--- config.mk ---
export PLATFORM = sky130hd
export DESIGN_NAME = routing_tile_cfg
export DESIGN_NICKNAME = d
export VERILOG_FILES = /design/src/rtl/routing_tile_cfg.sv
export SDC_FILE = /design/constraint.sdc
export NUM_CORES = 1
export LEC_CHECK = 0
export CORE_MARGIN = 2
export CORE_UTILIZATION = 49
export CTS_CLUSTER_SIZE = 24
export DETAILED_ROUTE_END_ITERATION = 8
export MAX_ROUTING_LAYER = met4
export PLACE_DENSITY = 0.9
export RECOVER_POWER = 50
export SYNTH_ARGS = -nofsm -noshare
export SYNTH_HDL_FRONTEND = slang
export SYNTH_SLANG_ARGS = --single-unit
--- constraint.sdc ---
create_clock -name clk -period 4.6 [get_ports clk]
set_clock_uncertainty 0.2 [all_clocks]
set_input_delay 0.92 -clock clk [delete_from_list [all_inputs] [get_ports clk]]
set_output_delay 0.92 -clock clk [all_outputs]
set_load 0.02 [all_outputs]
--- src/rtl/routing_tile_cfg.sv ---
// rtl/routing_tile_cfg.sv - parametrised disjoint-switch-box routing tile with per-track config registers
module routing_tile_cfg #(
    parameter int NUM_SIDES   = 4,   // disjoint pattern is only defined for 4 sides
    parameter int NUM_TRACKS  = 4,
    parameter int TRACK_WIDTH = 1,
    parameter int TILE_ID_W   = 16
) (
    input  logic                                       clk,
    input  logic                                       reset,
    input  logic [TILE_ID_W-1:0]                       tile_id,
    input  logic [31:0]                                config_addr,
    input  logic [31:0]                                config_data,
    input  logic                                       config_en,
    input  logic                                       config_rd,
    output logic [31:0]                                read_data,
    output logic                                       read_valid,
    input  logic [NUM_SIDES*NUM_TRACKS*TRACK_WIDTH-1:0] in_wires,
    output logic [NUM_SIDES*NUM_TRACKS*TRACK_WIDTH-1:0] out_wires
);

    localparam int N = NUM_SIDES * NUM_TRACKS;

    // Per-output-track config: [1:0] source select, [2] pipeline enable
    logic [2:0]             cfg_q  [N];
    logic [2:0]             cfg_d  [N];
    logic [TRACK_WIDTH-1:0] pipe_q [N];
    logic [TRACK_WIDTH-1:0] pipe_d [N];
    logic [TRACK_WIDTH-1:0] mux_trk[N];
    logic [31:0]            read_data_q, read_data_d;
    logic                   read_valid_q, read_valid_d;

    logic        hit;
    logic [15:0] idx;
    logic        unused_data;

    assign hit         = (config_addr[16 +: TILE_ID_W] == tile_id);
    assign idx         = config_addr[15:0];
    assign unused_data = ^config_data[31:3];

    // Config register writes; an out-of-range index matches no register and is dropped
    always_comb begin
        for (int i = 0; i < N; i++) begin
            cfg_d[i] = cfg_q[i];
            if (config_en && hit && (idx == 16'(i))) begin
                cfg_d[i] = config_data[2:0];
            end
        end
    end

    // Readback captures the pre-write contents; out-of-range reads return zero
    always_comb begin
        read_valid_d = config_rd && hit;
        read_data_d  = read_data_q;
        if (config_rd && hit) begin
            read_data_d = '0;
            for (int i = 0; i < N; i++) begin
                if (idx == 16'(i)) begin
                    read_data_d = {29'd0, cfg_q[i]};
                end
            end
        end
    end

    // Disjoint switch box: output (s,t) draws from input track t of side (s+sel)%4, sel=0 drives 0
    always_comb begin
        for (int i = 0; i < N; i++) begin
            mux_trk[i] = '0;
        end
        for (int s = 0; s < NUM_SIDES; s++) begin
            for (int t = 0; t < NUM_TRACKS; t++) begin
                case (cfg_q[s*NUM_TRACKS+t][1:0])
                    2'd1:    mux_trk[s*NUM_TRACKS+t] = in_wires[(((s+1)%NUM_SIDES)*NUM_TRACKS+t)*TRACK_WIDTH +: TRACK_WIDTH];
                    2'd2:    mux_trk[s*NUM_TRACKS+t] = in_wires[(((s+2)%NUM_SIDES)*NUM_TRACKS+t)*TRACK_WIDTH +: TRACK_WIDTH];
                    2'd3:    mux_trk[s*NUM_TRACKS+t] = in_wires[(((s+3)%NUM_SIDES)*NUM_TRACKS+t)*TRACK_WIDTH +: TRACK_WIDTH];
                    default: mux_trk[s*NUM_TRACKS+t] = '0;
                endcase
            end
        end
    end

    // Pipeline flops load every cycle so re-enabling never exposes stale data
    always_comb begin
        for (int i = 0; i < N; i++) begin
            pipe_d[i] = mux_trk[i];
        end
    end

    // Output select: registered path when reg_en is set, otherwise straight from the mux
    always_comb begin
        out_wires = '0;
        for (int i = 0; i < N; i++) begin
            out_wires[i*TRACK_WIDTH +: TRACK_WIDTH] = cfg_q[i][2] ? pipe_q[i] : mux_trk[i];
        end
    end

    // State registers; reset clears config so every output falls to zero at once
    always_ff @(posedge clk or negedge reset) begin
        if (!reset) begin
            for (int i = 0; i < N; i++) begin
                cfg_q[i]  <= '0;
                pipe_q[i] <= '0;
            end
            read_data_q  <= '0;
            read_valid_q <= 1'b0;
        end else begin
            for (int i = 0; i < N; i++) begin
                cfg_q[i]  <= cfg_d[i];
                pipe_q[i] <= pipe_d[i];
            end
            read_data_q  <= read_data_d;
            read_valid_q <= read_valid_d;
        end
    end

    assign read_data  = read_data_q;
    assign read_valid = read_valid_q;

endmodule

==> results.sh, run 1 <==
export IMPL_reg2regPathDepth=5
export IMPL_die_w_microns=95.9
export IMPL_hold_class="reg -> reg"
export IMPL_rrSetupSlack_ps=2640
export IMPL_hold_violations=0
export IMPL_cts_root_buf="clkbuf_8"
export IMPL_rsz0062_at_grt="no"
export IMPL_ios=149
export IMPL_fin_util_pct=63.4
export IMPL_tightest_slew_ps=2390
export IMPL_grt_max_degree=48
export IMPL_dp_hpwl_mm=8.04
export IMPL_synthArstFlopShare_pct=100
export IMPL_dp_slack_ps=746
export IMPL_clock_sinks=68
export IMPL_nNetsFinal=568
export IMPL_grt_util_all_layers_pct=25.1
export IMPL_area_delta_synth_final_pct=25.9
export IMPL_startpoint_type="input pin"
export IMPL_layout_commonest_cell="mux2_2"
export IMPL_place_port_buffers=90
export IMPL_post_cts_resized=0
export IMPL_final_cell_mix="83 x mux2_2, 80 x clkdlybuf4s50_1, 68 x dfrtp_1"
export IMPL_drtPass1Iterations=4
export IMPL_worstSetupPathType="in -> out"
export IMPL_relSlewSlack_pct=-59.2
export IMPL_clock_fmax_mhz=251
export IMPL_violations="capacitance limit, slew limit"
export IMPL_fin_area_sq_um=5210
export IMPL_multiInputGateArea_sq_um=2240
export IMPL_antenna_found_initial=0
export IMPL_clk_pin_slew_ps=70
export IMPL_fin_crit_sh_pct=86.7
export IMPL_drt_total_wl_mm=10.4
export IMPL_hp_start="read_data[0]"
export IMPL_drt_iter0_drc=142
export IMPL_status="complete, but fails checks"
export IMPL_fillers=623
export IMPL_ff_latch_area_sq_um=1700
export IMPL_start_util_pct=50.4
export IMPL_cts_tree="yes"
export IMPL_hold_buffers=0
export IMPL_post_cts_buffers=0
export IMPL_final_antenna_net_count=0
export IMPL_maxCapViolCount=1
export IMPL_rows=33
export IMPL_setup_violations=0
export IMPL_reg2reg_to="read_data[0]"
export IMPL_die_area_sq_um=9190
export IMPL_die_h_microns=95.9
export IMPL_clockBufferDepth=2
export IMPL_cts_buffers=9
export IMPL_cp_max_fo=3
export IMPL_synth_edf_count=0
export IMPL_r2r_start="cfg_q[45]"
export IMPL_vias=3243
export IMPL_cp_arrival_ps=2870
export IMPL_powerDensity_nw_per_um2=239
export IMPL_place_area_sq_um=5030
export IMPL_critPathCaptureType="output pin"
export IMPL_grt_pass1_wl_mm=16.8
export IMPL_synthCells=377
export IMPL_leakage_nw=2.32
export IMPL_syn_area_per_cell_sq_um=11.0
export IMPL_synth_yosys_seq_area_share_pct=41.1
export IMPL_fin_setup_tns_ps=0
export IMPL_grt_overflow=0
export IMPL_grt_pass1_vias=3335
export IMPL_ys_seq_elements=68
export IMPL_layout_setup_ws_ps=611
export IMPL_worst_ir_drop_vdd_uv=193
export IMPL_drt_vias_per_instance=5.61
export IMPL_period_needed_ps=3990
export IMPL_drv_slew=48
export IMPL_post_route_drc_count=0
export IMPL_synth_main_ff_cell="dfrtp_1"
export IMPL_hold_end="read_data[0]"
export IMPL_netlist_area_sq_um=4140
export IMPL_gp_congestion=1.03
export IMPL_whs_path_depth=2
export IMPL_htreeDepth=3
export IMPL_core_sq_um=8220
export IMPL_drive_gt1_share_pct=24.9
export IMPL_ys_warn_count=0
export IMPL_critPathRequiredTime_ps=3480
export IMPL_antenna_cells=0
export IMPL_insertion_delay_ps=350
export IMPL_wire_per_inst_microns=18.0
export IMPL_hold_slack_ps=318
export IMPL_yosysUniqueCellTypes=45
## cell families after synthesis
kind of cell    count (synthesis)  synth area share, %
xor+xnor                       16                 3.39
buf+inv                        49                 7.26
other cells                     1               0.0906
flops                          68                 41.1
simple gates                  102                 15.0
compound gates                 51                 7.98
mux                            90                 25.2
## cell usage after synthesis, types with 2 or more instances
cell type   n  area (sq um)
buf_4      29           218
nand2b_1    4          25.0
nor2_1     17          63.8
o221ai_1    2          17.5
xnor2_1    16           140
a21oi_1     6          30.0
a22oi_1     2          15.0
inv_1       5          18.8
or2_2       2          12.5
a211oi_1    2          15.0
o2111ai_1   2          17.5
nor3_1      4          20.0
mux4_2      3          67.6
dfrtp_1    68          1700
nor4_4      9           191
nor4_1      3          18.8
nor2b_1     2          12.5
a32oi_1     2          17.5
nand2_1    42           158
o21ai_0    23           115
nand3_1     9          45.0
nand4_1     4          25.0
mux2_2     83           935
o22ai_1     2          12.5
buf_2       6          30.0
clkbuf_1    8          30.0
mux2i_1     4          40.0
## worst max-delay path by stage
stage,startpoint,end,cells after the start
2_1_floorplan,tile_id[6],cfg_q[30],6
3_3_place_gp,in_wires[14],out_wires[2],6
3_5_place_dp,in_wires[10],out_wires[6],6
4_1_cts,in_wires[10],out_wires[6],6
5_1_grt,reset,cfg_q[24],2
6_report,in_wires[10],out_wires[6],6
## power breakdown
group	switching (mW)	internal [mW]
Clock	0.228	0.246
Sequential	0.0000000603	0.598
Combinational	0.0945	0.0790
## stage by stage
| stage | total power, mW | instances |
|---|---|---|
| finish | 1.24 | 578 |
| CTS | 1.25 | 578 |
| global placement | 0.779 | 562 |
| global route | 1.29 | 578 |
| floorplan | 0.706 | 405 |
| detailed placement | 0.783 | 562 |
## registers in the layout, indices dropped and copies added (netlist names)
| name | flops |
|---|---|
| read_valid | 1 |
| cfg_q | 48 |
| read_data | 3 |
| pipe_q | 16 |
## final cells by class
class                           instances  share of cell area (%)
Tap cell                              105                    2.52
Sequential cell                        68                    32.7
Clock buffer                           10                    2.45
Multi-Input combinational cell        288                    43.0
Clock inverter                          6                    1.06
Timing Repair Buffer                   96                    18.0
Inverter                                5                   0.360
## worst max-delay path, stage by stage
cell and delay [ps]:
dlygate4sd3_1 640, mux2_2 300, nand2_1 60, o21ai_0 120, mux2_2 290, clkdlybuf4s50_1 540
## per-layer routing
layer	global-route usage (%)	part of all wire (%)
met5	-	0
met4	8.81	2.0
met2	41.3	51
met3	4.15	7.0
met1	31.4	40
No activity file was read; power rests on OpenSTA's default activity.
==> run 2, diff against run 1 <==
==> constraint.sdc (replaced) <==
create_clock -name clk -period 4.6 [get_ports clk]
set_clock_uncertainty 0.2 [all_clocks]
set_input_delay 0.92 -clock clk [delete_from_list [all_inputs] [get_ports clk]]
set_output_delay 0.92 -clock clk [all_outputs]
set_load 0.005 [all_outputs]
==> run 2 against run 1 <==
Largest power group unchanged. Power is 1.4% higher. Sequential cell count stayed put. Core utilization is 0.23 points higher. Largest cell class unchanged. The run still ends with capacitance limit, slew limit left. First-iteration DRC count is 13% higher. Final cell count stayed put. Register-to-register slack hardly changed. Via count is 1.4% lower. Sequential power hardly changed. Die area stayed put.
==> results.sh, run 2 (synthesized netlist as in run 1, its figures left out) <==
export IMPL_cts_root_buf="clkbuf_8"
export IMPL_place_port_buffers=90
export IMPL_final_antenna_net_count=0
export IMPL_top_register="cfg_q"
export IMPL_grt_util_all_layers_pct=24.8
export IMPL_post_route_drc_count=0
export IMPL_layout_setup_ws_ps=701
export IMPL_fin_util_pct=63.7
export IMPL_nNetsFinal=568
export IMPL_reg2reg_to="read_data[0]"
export IMPL_post_cts_buffers=0
export IMPL_cts_buffers=9
export IMPL_powerDensity_nw_per_um2=241
export IMPL_period_needed_ps=3900
export IMPL_setup_violations=0
export IMPL_hold_slack_ps=320
export IMPL_hold_end="read_data[0]"
export IMPL_status="complete, but fails checks"
export IMPL_cp_slowest_cell="dlygate4sd3_1"
export IMPL_start_util_pct=50.4
export IMPL_drive_gt1_share_pct=25.2
export IMPL_reg2regPathDepth=5
export IMPL_cp_arrival_ps=2780
export IMPL_clock_sinks=68
export IMPL_r2r_start="cfg_q[45]"
export IMPL_ios=149
export IMPL_antenna_found_initial=0
export IMPL_rsz0062_at_grt="no"
export IMPL_place_area_sq_um=5030
export IMPL_path_cells="dlygate4sd3_1 > mux2_2 > nand2_1 > o21ai_0 > mux2_2 > clkdlybuf4s50_1"
export IMPL_grt_overflow=0
export IMPL_grt_pass1_wl_mm=16.6
export IMPL_worst_ir_drop_vdd_uv=254
export IMPL_leakage_nw=2.33
export IMPL_dp_hpwl_mm=7.96
export IMPL_htreeDepth=3
export IMPL_hold_buffers=0
export IMPL_tightest_slew_ps=2440
export IMPL_wire_per_inst_microns=17.7
export IMPL_die_h_microns=95.9
export IMPL_drv_slew=48
export IMPL_clock_fmax_mhz=256
export IMPL_largest_register_ffs=48
export IMPL_worstSetupPathType="in -> out"
export IMPL_rrSetupSlack_ps=2640
export IMPL_p_total_mw=1.26
export IMPL_drt_iter0_drc=161
export IMPL_drt_total_wl_mm=10.2
export IMPL_clockBufferDepth=2
export IMPL_maxCapViolCount=1
export IMPL_cp_max_fo=3
export IMPL_fin_setup_tns_ps=0
export IMPL_antenna_cells=0
export IMPL_layout_commonest_cell="mux2_2"
export IMPL_startpoint_type="input pin"
export IMPL_dp_slack_ps=838
export IMPL_gp_congestion=1.03
export IMPL_whs_path_depth=2
export IMPL_hp_start="read_data[0]"
export IMPL_core_sq_um=8220
export IMPL_clk_pin_slew_ps=70
export IMPL_area_delta_synth_final_pct=26.4
export IMPL_cpMostUsedCell="mux2_2"
export IMPL_die_w_microns=95.9
export IMPL_insertion_delay_ps=360
export IMPL_critPathRequiredTime_ps=3480
export IMPL_critPathCaptureType="output pin"
export IMPL_post_cts_resized=0
export IMPL_violations="capacitance limit, slew limit"
export IMPL_grt_max_degree=48
export IMPL_cts_tree="yes"
export IMPL_rows=33
export IMPL_hold_violations=0
export IMPL_drt_vias_per_instance=5.53
export IMPL_stdcell_count=578
export IMPL_dp_cells=562
export IMPL_cp_slowest_stage_delay_ps=590
export IMPL_hold_class="reg -> reg"
export IMPL_vias=3196
export IMPL_final_cell_mix="83 x mux2_2, 81 x clkdlybuf4s50_1, 68 x dfrtp_1"
export IMPL_relSlewSlack_pct=-62.5
export IMPL_die_area_sq_um=9190
export IMPL_fin_area_sq_um=5230
export IMPL_grt_pass1_vias=3319
export IMPL_drtPass1Iterations=4
export IMPL_fin_crit_sh_pct=84.8
-- run 2: changes by cell type in the layout (fill, tap and decap cells not counted), sizes merged --
cell	previous run	this run
clkbuf	12	13
clkdlybuf4s50	80	81
clkinv	5	4
dlygate4sd3	9	8
-- run 2: metal layers --
layer,GRT usage (%),up-vias,wire (microns)
li1,-,1491,-
met3,4.54,17,559
met1,31.0,1574,4270
met4,8.45,0,184
met5,-,-,0
met2,40.9,114,5200
-- run 2: worst max-delay path: cells and delay by family --
kind	cells	cell delay, ps
buffers and inverters	2	1050
AND/OR/NAND/NOR	1	70
AO/OA/AOI/OAI	1	150
multiplexers	2	590
-- run 2: layout make-up --
type	count	area, sq um
Sequential cell	68	1700
Tap cell	105	131
Multi-Input combinational cell	288	2240
Timing Repair Buffer	96	936
Inverter	5	18.8
Clock buffer	11	151
Fill cell	639	2990
Clock inverter	5	50.0
-- run 2: where the power goes --
part	internal (mW)	switching, mW	total (mW)
clock network	0.276	0.231	0.507
logic	0.0791	0.0776	0.157
registers	0.598	0.0000000604	0.598
-- run 2: worst max path at each step --
stage	startpoint	to	cells past startpoint
floorplan	tile_id[6]	cfg_q[30]	6
global placement	in_wires[14]	out_wires[2]	6
detailed placement	in_wires[10]	out_wires[6]	6
CTS	in_wires[10]	out_wires[6]	6
global route	reset	cfg_q[14]	2
finish	in_wires[5]	out_wires[1]	6
==> run 3, diff against run 2 <==
CORE_UTILIZATION = 46   (was 49)
PLACE_DENSITY = 0.85   (was 0.9)
clock period = 3.8 ns   (was 4.6 ns; I/O delays follow)
==> run 3 against run 2 <==
The run still ends with capacitance limit, slew limit left. Via count increased by 0.94%. Clock power rose by 38%. Sequential cell count unchanged. Largest power group unchanged. Sequential share of layout area is 0.36 points lower. Routed wire length up 3.7%. Sequential power rose by 21%. Final cell count up 1.0%. Combinational power increased by 23%. Non-clock buffer count up 3. Hold slack got worse by 35 ps. Core utilization decreased by 3.0 points. Power increased by 28%.
==> results.sh, run 3 (synthesized netlist as in run 1, its figures left out) <==
export IMPL_clock_sinks=68
export IMPL_tightest_slew_ps=2610
export IMPL_final_antenna_net_count=0
export IMPL_area_delta_synth_final_pct=27.8
export IMPL_hold_buffers=0
export IMPL_post_cts_resized=0
export IMPL_critPathRequiredTime_ps=2840
export IMPL_clock_fmax_mhz=280
export IMPL_gp_congestion=0.970
export IMPL_relSlewSlack_pct=-74.1
export IMPL_place_port_buffers=90
export IMPL_ios=149
export IMPL_layout_commonest_cell="mux2_2"
export IMPL_cpMostUsedCell="mux2_2"
export IMPL_stdcell_count=584
export IMPL_htreeDepth=3
export IMPL_cp_arrival_ps=2610
export IMPL_vias=3226
export IMPL_cp_max_fo=3
export IMPL_ff_latch_area_sq_um=1700
export IMPL_final_cell_mix="83 x mux2_2, 80 x clkdlybuf4s50_1, 68 x dfrtp_1"
export IMPL_die_h_microns=98.8
export IMPL_worst_ir_drop_vdd_uv=218
export IMPL_drt_vias_per_instance=5.52
export IMPL_multiInputGateArea_sq_um=2240
export IMPL_grt_util_all_layers_pct=23.2
export IMPL_pwr_share_clk_pct=43.3
export IMPL_wire_per_inst_microns=18.1
export IMPL_p_int_mw=1.24
export IMPL_dp_slack_ps=344
export IMPL_grt_overflow=0
export IMPL_post_cts_buffers=0
export IMPL_leakage_nw=2.35
export IMPL_clockBufferDepth=2
export IMPL_switching_power_mw=0.374
export IMPL_status="complete, but fails checks"
export IMPL_dp_cells=568
export IMPL_die_area_sq_um=9770
export IMPL_insertion_delay_ps=350
export IMPL_grt_max_degree=51
export IMPL_maxCapViolCount=1
export IMPL_cp_slowest_cell="dlygate4sd3_1"
export IMPL_antenna_found_initial=0
export IMPL_swShare_pct=23.1
export IMPL_top_register="cfg_q"
export IMPL_nNetsFinal=571
export IMPL_cts_tree="yes"
export IMPL_period_needed_ps=3570
export IMPL_hold_violations=0
export IMPL_powerDensity_nw_per_um2=306
export IMPL_layout_setup_ws_ps=229
export IMPL_largest_register_ffs=48
export IMPL_drv_slew=51
export IMPL_cts_root_buf="clkbuf_8"
export IMPL_die_w_microns=98.8
export IMPL_post_route_drc_count=0
export IMPL_path_cells="dlygate4sd3_1 > mux2_2 > nand2_1 > o21ai_0 > mux2_2 > clkdlybuf4s50_1"
export IMPL_core_sq_um=8720
export IMPL_fillers=688
export IMPL_hold_class="reg -> reg"
export IMPL_drt_total_wl_mm=10.6
export IMPL_combPwrFrac_pct=12.0
export IMPL_grt_pass1_wl_mm=17.0
export IMPL_hold_slack_ps=285
export IMPL_start_util_pct=47.4
export IMPL_critPathCaptureType="output pin"
export IMPL_antenna_cells=0
export IMPL_drt_iter0_drc=217
export IMPL_fin_crit_sh_pct=94.0
export IMPL_rsz0062_at_grt="no"
export IMPL_cp_slowest_stage_delay_ps=620
export IMPL_fin_util_pct=60.6
export IMPL_fin_setup_tns_ps=0
export IMPL_drive_gt1_share_pct=25.4
export IMPL_violations="capacitance limit, slew limit"
export IMPL_grt_pass1_vias=3266
export IMPL_rows=34
export IMPL_setup_violations=0
export IMPL_startpoint_type="input pin"
export IMPL_p_seq_share_pct=44.7
export IMPL_clk_pin_slew_ps=70
export IMPL_cts_buffers=9
export IMPL_worstSetupPathType="in -> out"
export IMPL_dp_hpwl_mm=8.31
export IMPL_drtPass1Iterations=4
run 3: changes by cell type in the layout (fill, tap and decap cells not counted):
cell             change
clkbuf_8             +1
clkinvlp_4           +1
clkdlybuf4s50_1      -1
buf_4                +2
clkbuf_2             +1
dlygate4sd3_1        +1
bufinv_16            +1
clkbuf_1             +1
clkinv_2             -4
run 3: critical path, delay by kind of cell:
family	cells	cell delay, ps
buf+inv	2	1070
compound gates	1	130
mux	2	600
simple gates	1	60
run 3: cell type report:
type / count / area share, %
inverter: 5 / 0.355
timing repair buffer: 99 / 18.1
clock inverter: 3 / 1.28
sequential: 68 / 32.2
tap: 108 / 2.56
clock buffer: 13 / 3.19
multi-input combinational: 288 / 42.4
run 3: per-stage QoR:
step	power [mW]	cell area, sq um
after floorplan	0.835	4240
after global placement	0.926	5060
after detailed placement	0.932	5060
after CTS	1.62	5300
after global routing	1.68	5290
final	1.62	5290
run 3: power groups by stage:
stage	combinational (mW)	clock [mW]	sequential (mW)
floorplan	0.0973	0	0.738
global placement	0.189	0	0.737
detailed placement	0.195	0	0.737
CTS	0.196	0.702	0.723
global route	0.211	0.742	0.723
finish	0.193	0.701	0.723
run 3: worst paths after layout:
path,depth (start not counted),slack (ps),to,start
min in group asynchronous,1,1030,pipe_q[11],reset
min,2,280,read_data[0],read_data[0]
max reg2reg,5,1840,read_data[0],cfg_q[45]
min reg2reg,2,280,read_data[0],read_data[0]
max,6,230,out_wires[2],in_wires[6]
max in group asynchronous,2,840,cfg_q[27],reset
run 3: per-layer routing:
layer  share of wire [%]  GRT usage, %  up-vias
li1                    -             -     1494
met1                  42          29.1     1568
met2                  51          37.1      134
met3                 5.1          3.97       30
met4                 2.6          10.1        0
met5                   0             -        -
